<file path="config.mk">
export PLATFORM = sky130hd
export DESIGN_NAME = instruction_cache_flat
export DESIGN_NICKNAME = d
export VERILOG_FILES = /design/src/rtl/icache_pkg.sv /design/src/rtl/instruction_cache_if.sv /design/src/rtl/icache_line_store.sv /design/src/rtl/instruction_cache.sv /design/src/flat_wrapper.sv
export SDC_FILE = /design/constraint.sdc
export NUM_CORES = 1
export LEC_CHECK = 0
export CORE_UTILIZATION = 63
export CTS_CLUSTER_DIAMETER = 120
export DETAILED_ROUTE_END_ITERATION = 6
export DONT_BUFFER_PORTS = 1
export PLACE_DENSITY = 0.87
export SETUP_SLACK_MARGIN = 0.02
export SLEW_MARGIN = 0
export SYNTH_ARGS = -nofsm -noshare
export SYNTH_HDL_FRONTEND = slang
export SYNTH_HIERARCHICAL = 1
export SYNTH_SLANG_ARGS = --single-unit
</file>
<file path="constraint.sdc">
create_clock -name CLOCK -period 31.7 [get_ports CLOCK]
set_input_delay 4.755 -clock CLOCK [delete_from_list [all_inputs] [get_ports CLOCK]]
set_output_delay 4.755 -clock CLOCK [all_outputs]
set_load 0.05 [all_outputs]
</file>
<file path="src/rtl/icache_pkg.sv">
// Shared definitions for the direct-mapped instruction cache: FSM encoding and
// address-field widths derived from the LINES / WORDS_PER_LINE parameters.
package icache_pkg;

    typedef enum logic [1:0] {
        IDLE     = 2'd0,
        MEM_WAIT = 2'd1,
        UPDATE   = 2'd2
    } icache_state_e;

    localparam int BYTE_OFF_W = 2;

    function automatic int offset_w(input int words_per_line);
        return $clog2(words_per_line);
    endfunction

    function automatic int index_w(input int lines);
        return $clog2(lines);
    endfunction

    function automatic int block_w(input int words_per_line);
        return 32 - offset_w(words_per_line) - BYTE_OFF_W;
    endfunction

    function automatic int tag_w(input int lines, input int words_per_line);
        return block_w(words_per_line) - index_w(lines);
    endfunction

endpackage

</file>
<file path="src/rtl/instruction_cache_if.sv">
// Fetch-side and memory-side signals of the instruction cache. The cache is the
// slave (responder to the PC, requester towards memory); master is the environment.
interface instruction_cache_if #(
    parameter int WORDS_PER_LINE = 4
);
    import icache_pkg::*;

    localparam int BLK_W = block_w(WORDS_PER_LINE);

    logic [31:0]                  ADDRESS;
    logic [31:0]                  INSTRUCTION;
    logic                         BUSYWAIT;
    logic                         MEM_READ;
    logic [BLK_W-1:0]             MEM_ADDRESS;
    logic [32*WORDS_PER_LINE-1:0] MEM_READDATA;
    logic                         MEM_VALID;

    modport slave (
        input  ADDRESS, MEM_READDATA, MEM_VALID,
        output INSTRUCTION, BUSYWAIT, MEM_READ, MEM_ADDRESS
    );

    modport master (
        output ADDRESS, MEM_READDATA, MEM_VALID,
        input  INSTRUCTION, BUSYWAIT, MEM_READ, MEM_ADDRESS
    );

endinterface

</file>
<file path="src/rtl/icache_line_store.sv">
// Valid/tag/data arrays of the cache: combinational read by index, synchronous
// refill write, and synchronous clear of all valid bits (clear wins over write).
module icache_line_store import icache_pkg::*; #(
    parameter  int LINES  = 8,
    parameter  int TAG_W  = 25,
    parameter  int DATA_W = 128,
    localparam int IDX_W  = index_w(LINES)
) (
    input  logic              clk_i,
    input  logic              clr_i,
    input  logic              we_i,
    input  logic [IDX_W-1:0]  widx_i,
    input  logic [TAG_W-1:0]  wtag_i,
    input  logic [DATA_W-1:0] wdata_i,
    input  logic [IDX_W-1:0]  ridx_i,
    output logic              rvalid_o,
    output logic [TAG_W-1:0]  rtag_o,
    output logic [DATA_W-1:0] rdata_o
);

    logic [LINES-1:0]  valid_q;
    logic [TAG_W-1:0]  tag_q  [LINES];
    logic [DATA_W-1:0] data_q [LINES];

    // Valid bits: cleared together, set by a refill write
    always_ff @(posedge clk_i) begin
        if (clr_i) begin
            valid_q <= '0;
        end else if (we_i) begin
            valid_q[widx_i] <= 1'b1;
        end
    end

    // Tag and data payload of the refilled line
    always_ff @(posedge clk_i) begin
        if (we_i && !clr_i) begin
            tag_q[widx_i]  <= wtag_i;
            data_q[widx_i] <= wdata_i;
        end
    end

    assign rvalid_o = valid_q[ridx_i];
    assign rtag_o   = tag_q[ridx_i];
    assign rdata_o  = data_q[ridx_i];

endmodule

</file>
<file path="src/rtl/instruction_cache.sv">
// Direct-mapped read-only instruction cache: zero-latency hits, single-line refill
// on a miss. Define ICACHE_STATS_EN to add the HIT_COUNT / MISS_COUNT outputs.
module instruction_cache import icache_pkg::*; #(
    parameter int LINES          = 8,
    parameter int WORDS_PER_LINE = 4
) (
    input  logic                CLOCK,
    input  logic                RESET,
    instruction_cache_if.slave  bus
`ifdef ICACHE_STATS_EN
    ,
    output logic [31:0]         HIT_COUNT,
    output logic [31:0]         MISS_COUNT
`endif
);

    localparam int OFF_W  = offset_w(WORDS_PER_LINE);
    localparam int IDX_W  = index_w(LINES);
    localparam int TAG_W  = tag_w(LINES, WORDS_PER_LINE);
    localparam int BLK_W  = block_w(WORDS_PER_LINE);
    localparam int DATA_W = 32 * WORDS_PER_LINE;

    icache_state_e     state_q, state_d;
    logic [BLK_W-1:0]  miss_addr_q, miss_addr_d;
    logic [DATA_W-1:0] refill_q, refill_d;

    logic [OFF_W-1:0]  word_sel_s;
    logic [IDX_W-1:0]  idx_s;
    logic [TAG_W-1:0]  tag_s;
    logic              line_valid_s;
    logic [TAG_W-1:0]  line_tag_s;
    logic [DATA_W-1:0] line_data_s;
    logic              hit_s;
    logic              busy_s;
    logic [31:0]       instr_s;
    logic              unused_addr_s;

    assign word_sel_s    = bus.ADDRESS[BYTE_OFF_W +: OFF_W];
    assign idx_s         = bus.ADDRESS[BYTE_OFF_W + OFF_W +: IDX_W];
    assign tag_s         = bus.ADDRESS[31 -: TAG_W];
    assign unused_addr_s = ^bus.ADDRESS[BYTE_OFF_W-1:0];

    icache_line_store #(
        .LINES  (LINES),
        .TAG_W  (TAG_W),
        .DATA_W (DATA_W)
    ) u_line_store (
        .clk_i    (CLOCK),
        .clr_i    (!RESET),
        .we_i     (state_q == UPDATE),
        .widx_i   (miss_addr_q[IDX_W-1:0]),
        .wtag_i   (miss_addr_q[BLK_W-1 -: TAG_W]),
        .wdata_i  (refill_q),
        .ridx_i   (idx_s),
        .rvalid_o (line_valid_s),
        .rtag_o   (line_tag_s),
        .rdata_o  (line_data_s)
    );

    assign hit_s = line_valid_s && (line_tag_s == tag_s);

    // Next-state, refill capture and lookup result
    always_comb begin
        state_d     = state_q;
        miss_addr_d = miss_addr_q;
        refill_d    = refill_q;
        busy_s      = 1'b1;
        instr_s     = 32'd0;
        case (state_q)
            IDLE: begin
                if (hit_s) begin
                    busy_s  = 1'b0;
                    instr_s = line_data_s[{word_sel_s, 5'd0} +: 32];
                end else begin
                    state_d     = MEM_WAIT;
                    miss_addr_d = bus.ADDRESS[31 -: BLK_W];
                end
            end
            MEM_WAIT: begin
                if (bus.MEM_VALID) begin
                    refill_d = bus.MEM_READDATA;
                    state_d  = UPDATE;
                end else begin
                    state_d = MEM_WAIT;
                end
            end
            UPDATE: begin
                state_d = IDLE;
            end
            default: begin
                state_d = IDLE;
            end
        endcase
    end

    // FSM state, miss address and refill buffer
    always_ff @(posedge CLOCK) begin
        if (!RESET) begin
            state_q     <= IDLE;
            miss_addr_q <= '0;
            refill_q    <= '0;
        end else begin
            state_q     <= state_d;
            miss_addr_q <= miss_addr_d;
            refill_q    <= refill_d;
        end
    end

    // Reset holds the fetch stage unstalled with a zero instruction
    assign bus.BUSYWAIT    = RESET ? busy_s  : 1'b0;
    assign bus.INSTRUCTION = RESET ? instr_s : 32'd0;
    assign bus.MEM_READ    = (state_q == MEM_WAIT);
    assign bus.MEM_ADDRESS = miss_addr_q;

`ifdef ICACHE_STATS_EN
    logic [31:0] hit_cnt_q, miss_cnt_q;

    // Hit counter per IDLE hit edge, miss counter per IDLE->MEM_WAIT transition
    always_ff @(posedge CLOCK) begin
        if (!RESET) begin
            hit_cnt_q  <= 32'd0;
            miss_cnt_q <= 32'd0;
        end else if (state_q == IDLE) begin
            if (hit_s) begin
                hit_cnt_q <= hit_cnt_q + 32'd1;
            end else begin
                miss_cnt_q <= miss_cnt_q + 32'd1;
            end
        end
    end

    assign HIT_COUNT  = hit_cnt_q;
    assign MISS_COUNT = miss_cnt_q;
`endif

endmodule

</file>
<file path="src/flat_wrapper.sv">
// flat-port wrapper written by rule: the top's interface ports become plain ports
module instruction_cache_flat import icache_pkg::*;
#(
    parameter int LINES          = 8,
    parameter int WORDS_PER_LINE = 4
)
  (CLOCK, RESET, bus_ADDRESS, bus_MEM_READDATA, bus_MEM_VALID, bus_INSTRUCTION, bus_BUSYWAIT, bus_MEM_READ, bus_MEM_ADDRESS);
  instruction_cache_if #(.WORDS_PER_LINE(WORDS_PER_LINE)) bus_i ();
  input  logic CLOCK;
  input  logic RESET;
  input wire logic [$bits(bus_i.ADDRESS)-1:0] bus_ADDRESS;
  input wire logic [$bits(bus_i.MEM_READDATA)-1:0] bus_MEM_READDATA;
  input wire logic [$bits(bus_i.MEM_VALID)-1:0] bus_MEM_VALID;
  output wire logic [$bits(bus_i.INSTRUCTION)-1:0] bus_INSTRUCTION;
  output wire logic [$bits(bus_i.BUSYWAIT)-1:0] bus_BUSYWAIT;
  output wire logic [$bits(bus_i.MEM_READ)-1:0] bus_MEM_READ;
  output wire logic [$bits(bus_i.MEM_ADDRESS)-1:0] bus_MEM_ADDRESS;
  assign bus_i.ADDRESS = bus_ADDRESS;
  assign bus_i.MEM_READDATA = bus_MEM_READDATA;
  assign bus_i.MEM_VALID = bus_MEM_VALID;
  assign bus_INSTRUCTION = bus_i.INSTRUCTION;
  assign bus_BUSYWAIT = bus_i.BUSYWAIT;
  assign bus_MEM_READ = bus_i.MEM_READ;
  assign bus_MEM_ADDRESS = bus_i.MEM_ADDRESS;
  instruction_cache #(.LINES(LINES), .WORDS_PER_LINE(WORDS_PER_LINE)) u_core (.CLOCK(CLOCK), .RESET(RESET), .bus(bus_i));
endmodule
</file>
### Word-level counts from Yosys, hierarchy flattened

Memory sizes are Yosys's and may differ from the RTL's.
Index checks and enable logic that the tools add are counted.

* input port bits: 163
* RAM bits: 1224
* output and inout bits: 62
* flip-flop bits (word level): 166
* logic and storage cells: 37
* memories: 2

Memories
* u_core.u_line_store.data_q: words 8, bits a word 128, read ports 1, clocked after memory_dff 0, wr ports 1, line icache_line_store.sv:23 `logic [DATA_W-1:0] data_q [LINES];`
* u_core.u_line_store.tag_q: words 8, bits a word 25, read ports 1, clocked after memory_dff 0, wr ports 1, line icache_line_store.sv:22 `logic [TAG_W-1:0] tag_q [LINES];`

* equal/unequal tests: 4
* reductions and logical operators: 6
* mux-type cells: 15
* magnitude comparators: 3
* bitwise gates (word level): 2
* shift-type cells: 1

Operators by type and width (count)
* variable part select 128 x 8 -> 32 bit: 1
* two-way mux 32 bit: 3
* == test 25 bit: 1
* less-than comparator 3 x 4 -> 1 bit, second input constant: 2
* OR 8 bit: 1
* two-way mux 1 bit: 7
* two-way mux 2 bit: 2
* one-hot mux 2 bit (2 select lines): 1
* AND reduction 2 bit: 2
* binary-select mux 1 bit (select 3 bit): 1
* demux 1 bit (select 3 bit): 1
* greater-or-equal comparator 3 x 1 -> 1 bit, second input constant: 1
* logical AND 1 bit: 3
* == test 2 x 1 -> 1 bit, second input constant: 1
* == test 2 bit, second input constant: 1
* logical NOT 2 bit: 1
* inequality test 2 bit, second input constant: 1
* NOT 1 bit: 1

### Depth between registers and ports, before layout

* word-level depth: 6
* gate-level depth with buffers: 12
* depth with buffers taken out: 7

### Cells and area by module

Netlist, hierarchy kept.

Modules (own cells, without submodules)
* icache_line_store: times used 1, cells each 1819, seq. area each 36915.4 um^2, area each 46296.9 um^2
* instruction_cache: times used 1, cells each 797, seq. area each 3163.0 um^2, area each 6784.0 um^2

### Least setup slack after synthesis

Ideal clock, no wire load.

* path kind: input to register
* from: input RESET
* to: memory u_core.u_line_store.data_q[0][0], enable pin
* buffers on the path: 2
* stages: 4
* data required time: 30660 ps
* arrival: 19747 ps
* setup time: 1040 ps
* path slack: 10912 ps
* cell sequence: clkinv_1 clkbuf_1 buf_1 nor4_1

* cells in the longest elaborated chain, start to end: 3

RTL lines
* start: declaration: line flat_wrapper.sv:10 `input logic RESET;`
* logical AND 1 bit: line icache_line_store.sv:36 `if (we_i && !clr_i) begin`
* two-way mux 1 bit: line icache_line_store.sv:36
* two-way mux 1 bit (implied by the code): line icache_line_store.sv:38 `data_q[widx_i] <= wdata_i;`
* end: declaration: line icache_line_store.sv:23

No other way between the ends.

### Worst setup path in the final report

* from: input bus_ADDRESS[4]
* to: output bus_INSTRUCTION[5]

* cells in the longest elaborated chain, start to end: 6
* elaborated cells on any way between the ends: 10
* those cells by class: eq/ne: 1; shift: 1; mux: 5; reduce/logical: 1; memory: 2

RTL lines
* start: declaration: line flat_wrapper.sv:11 `input wire logic [$bits(bus_i.ADDRESS)-1:0] bus_ADDRESS;`
* memory (8 x 25 bit)
* net u_core.line_tag_s[23]: line instruction_cache.sv:31 `logic [TAG_W-1:0] line_tag_s;`
* == test 25 bit: line instruction_cache.sv:60 `assign hit_s = line_valid_s && (line_tag_s == tag_s);`
* logical AND 1 bit: line instruction_cache.sv:60
* two-way mux 32 bit: line instruction_cache.sv:71 `if (hit_s) begin`
* two-way mux 32 bit: line instruction_cache.sv:69 `case (state_q)`
* two-way mux 32 bit: line instruction_cache.sv:111 `assign bus.INSTRUCTION = RESET ? instr_s : 32'd0;`
* end: declaration: line flat_wrapper.sv:14 `output wire logic [$bits(bus_i.INSTRUCTION)-1:0] bus_INSTRUCTION;`

The timed path passes the listed nets, and every way through them passes these cells. The select of a mux whose other input is x is not followed.

==> flow_metrics.tcl <==
set metrics [dict create \
    synth_top_area_cell "edfxtp_1" \
    multi_input_area_um2 12300 \
    peakVddDrop_mv 0.0572 \
    die_h_um 292 \
    clkSlewWorstSetupHoldPaths_ns 0.06 \
    drive_above_1_share_pct 26.8 \
    cpPeakStageDelay_ns 0.89 \
    cp_max_fo 309 \
    synth_top_area_share_pct 69.2 \
    timing.rr.end "u_core/u_line_store/data_q[3][10]" \
    die_w_um 292 \
    seqCellArea_um2 40100 \
    via_per_inst 6.80 \
    synth_edf_count 1224 \
    cts_sinks 1390 \
    clock_path_buffers 3 \
    r2r_start "u_core/bus.MEM_ADDRESS[0]" \
    reg2regPathDepth 3 \
    clock-root-buffer "clkbuf_16" \
    async_reset_ff_share_pct 0 \
    timing.fmax_mhz 76.1 \
    regToRegSetupSlack_ns 28.48 \
    place_congestion 0.767 \
    synth_area_leaders "edfxtp_1 69%, mux4_2 14%, dfxtp_1 6.3%" \
    antenna_found_initial 9 \
    holdPathStages 2 \
    syn_area_um2 53100 \
    p_leak_nw 17.9 \
    postCtsSetupBuffers 0 \
    powerDensity_nw_per_um2 64.2 \
    yosysWarnings 6 \
    synthDistinctLibCells 30 \
    crit_start "bus_ADDRESS[4]" \
    layout.nets 2786 \
    start_util_pct 63.5 \
    cp.required_ns 26.95 \
    row_count 106 \
    post-route-min-period_ns 13.14 \
    portBuffers 0 \
    yosysMostFrequentCell "edfxtp_1" \
    yosysSeqAreaShare_pct 75.5 \
    core_um2 83600 \
    hold_class "reg -> reg" \
    cts.htree.levels 4 \
    crit_chain "mux4_2 -> mux2_2 -> xnor2_1 -> nand4_1 -> nor3_1 -> nand4_1 -> buf_4 -> nor2b_1" \
    dr.first_iter.drc_count 3495 \
    cpLargestDelayFamily "simple AND/OR/NAND/NOR gates" \
    synthesis.nets 2779 \
    post-route-period-util_pct 41.5 \
    hpwlAfterDp_um 56900 \
    ant_nets 0 \
    min_to "u_core/u_line_store/valid_q[0]" \
    cpMaxStageDelayCell "nor2b_1" \
    synthFlopType "edfxtp_1" \
    worst_hold_slack_ns 0.463 \
    synth-seq-cells 1390 \
    n_fill_cell 4506 \
    tightest_slew_ns 1.40 \
    min-delay-start "u_core/u_line_store/valid_q[0]" \
    finClkSkew_ns 0.0340 \
    crit_buf_inv 1 \
    critPathKind "in -> out" \
    synthCells 2616 \
    path_common_cell "nand4_1" \
    fp.dieArea_um2 85400 \
    outcome "finished clean" \
    dp_cells 3568 \
    grt_max_degree 310 \
    wl_um 120000 \
    cts_buffers 133 \
    rsz0062_at_grt "false" \
    routedWlPerCell_um 31.4 \
    cts_tree "yes" \
    cp-start-kind "input pin" \
    cts_resized 0 \
    synthTopCellsByCount "1224 x edfxtp_1, 340 x mux4_2, 315 x nand2_1" \
    finalNonFillerCells 3819 \
    grt_pass1_vias 26333 \
    ctsHoldBuffers 0 \
    setup_viol 0 \
    num_vias 25980 \
    tns_ns 0 \
    io_pins 225 \
    drv_cap 0 \
    clk_latency_ns 0.73 \
    grt_usage_pct 28.4 \
    drcViolationCount 0 \
    grt_pass1_wl_um 176000 \
    maxSlewViolCount 0 \
    overflow 0 \
    slew-limit-headroom_pct 6.04 \
    syn_avg_cell_area_um2 20.3 \
    first_pass_iters 6 \
    cp_data_arrival_time_ns 8.39 \
    syn2layout_area_growth_pct 9.93 \
    hold_viol 0 \
    crit_path_end_kind "output pin" \
]
## placed cells by master, fill, tap and decap left out, types with 5 or more instances in the layout
cell type / Yosys / layout
nand2_1: 315 / 314
xnor2_1: 25 / 25
a21oi_1: 135 / 135
clkbuf_1: 74 / 36
buf_12: 0 / 8
nor2b_1: 35 / 35
clkbuf_16: 0 / 135
clkinv_1: 1 / 8
mux2i_1: 28 / 28
inv_1: 8 / 8
diode_2: 0 / 6
nor4_2: 1 / 5
buf_4: 1 / 15
mux2_2: 154 / 154
clkinv_2: 0 / 25
dfxtp_1: 166 / 166
clkbuf_8: 0 / 16
edfxtp_1: 1224 / 1224
bufinv_16: 0 / 6
mux4_2: 340 / 340
inv_6: 0 / 6
nand4_1: 7 / 7
## per-stage QoR
stage / cell area, µm² / util (%) / worst slack [ns] / power (mW)
after detailed placement: 54000 / 64.6 / 18.78 / 2.21
after CTS: 58300 / 69.8 / 18.74 / 3.76
after floorplan: 53100 / - / 10.91 / 2.19
final: 58400 / 69.8 / 18.56 / 3.75
after global placement: 54000 / 64.6 / 18.79 / 2.20
after global routing: 58300 / 69.8 / 18.58 / 3.83
## cell families (layout without fill, tap and decap cells)
group	count (synthesis)	count (layout)	synth area share [%]
and+or+nand+nor	380	380	3.03
muxes	522	522	18.2
other	0	6	0
xor gates and xnor gates	25	25	0.413
buffers and inverters	160	277	1.50
DFF	1390	1390	75.5
AOI/OAI and AO/OA	139	139	1.33
## state kept, by name, indices dropped and copies added, names as in the netlist
register / cells
u_core/refill_q: 128
u_core/u_line_store/tag_q: 200
u_core/state_q: 2
u_core/u_line_store/data_q: 1024
u_core/bus.MEM_ADDRESS: 28
u_core/u_line_store/valid_q: 8
## final cells by class
cell class / instances / share of cell area, %
timing repair buffer: 23 / 0.467
antenna: 6 / 0.0257
tap: 1080 / 2.32
clock buffer: 187 / 6.40
inverter: 9 / 0.0622
sequential: 1390 / 68.7
multi-input combinational: 1066 / 21.0
clock inverter: 58 / 1.02
## worst reg2reg max path, stage by stage, from the launching register on
cell and delay [ns]:
dfxtp_1 1.08, inv_1 0.32, nor4_2 0.51, buf_12 0.68
## where the power goes
part           leakage (nW)  internal [mW]  switching, mW
sequential             12.2           2.01         0.0394
combinational          3.64         0.0718         0.0577
clock                  2.12          0.883          0.690
total                  17.9           2.96          0.787
## per-layer routing
metal  global-route usage [%]  wire length [µm]  vias up
met3                     5.89             13300      236
met1                     40.5             44400    13403
met2                     45.0             59000     1827
li1                         -                 -    10510
met5                        0                24        -
met4                     8.62              3050        4
## worst max path at each step
stage	to	cells past startpoint
finish	bus_INSTRUCTION[5]	8
global route	bus_INSTRUCTION[12]	8
CTS	bus_INSTRUCTION[5]	8
detailed placement	bus_INSTRUCTION[8]	8
global placement	bus_INSTRUCTION[9]	8
floorplan	u_core/u_line_store/data_q[0][0]	4
Power figures use the tool's default switching activity.
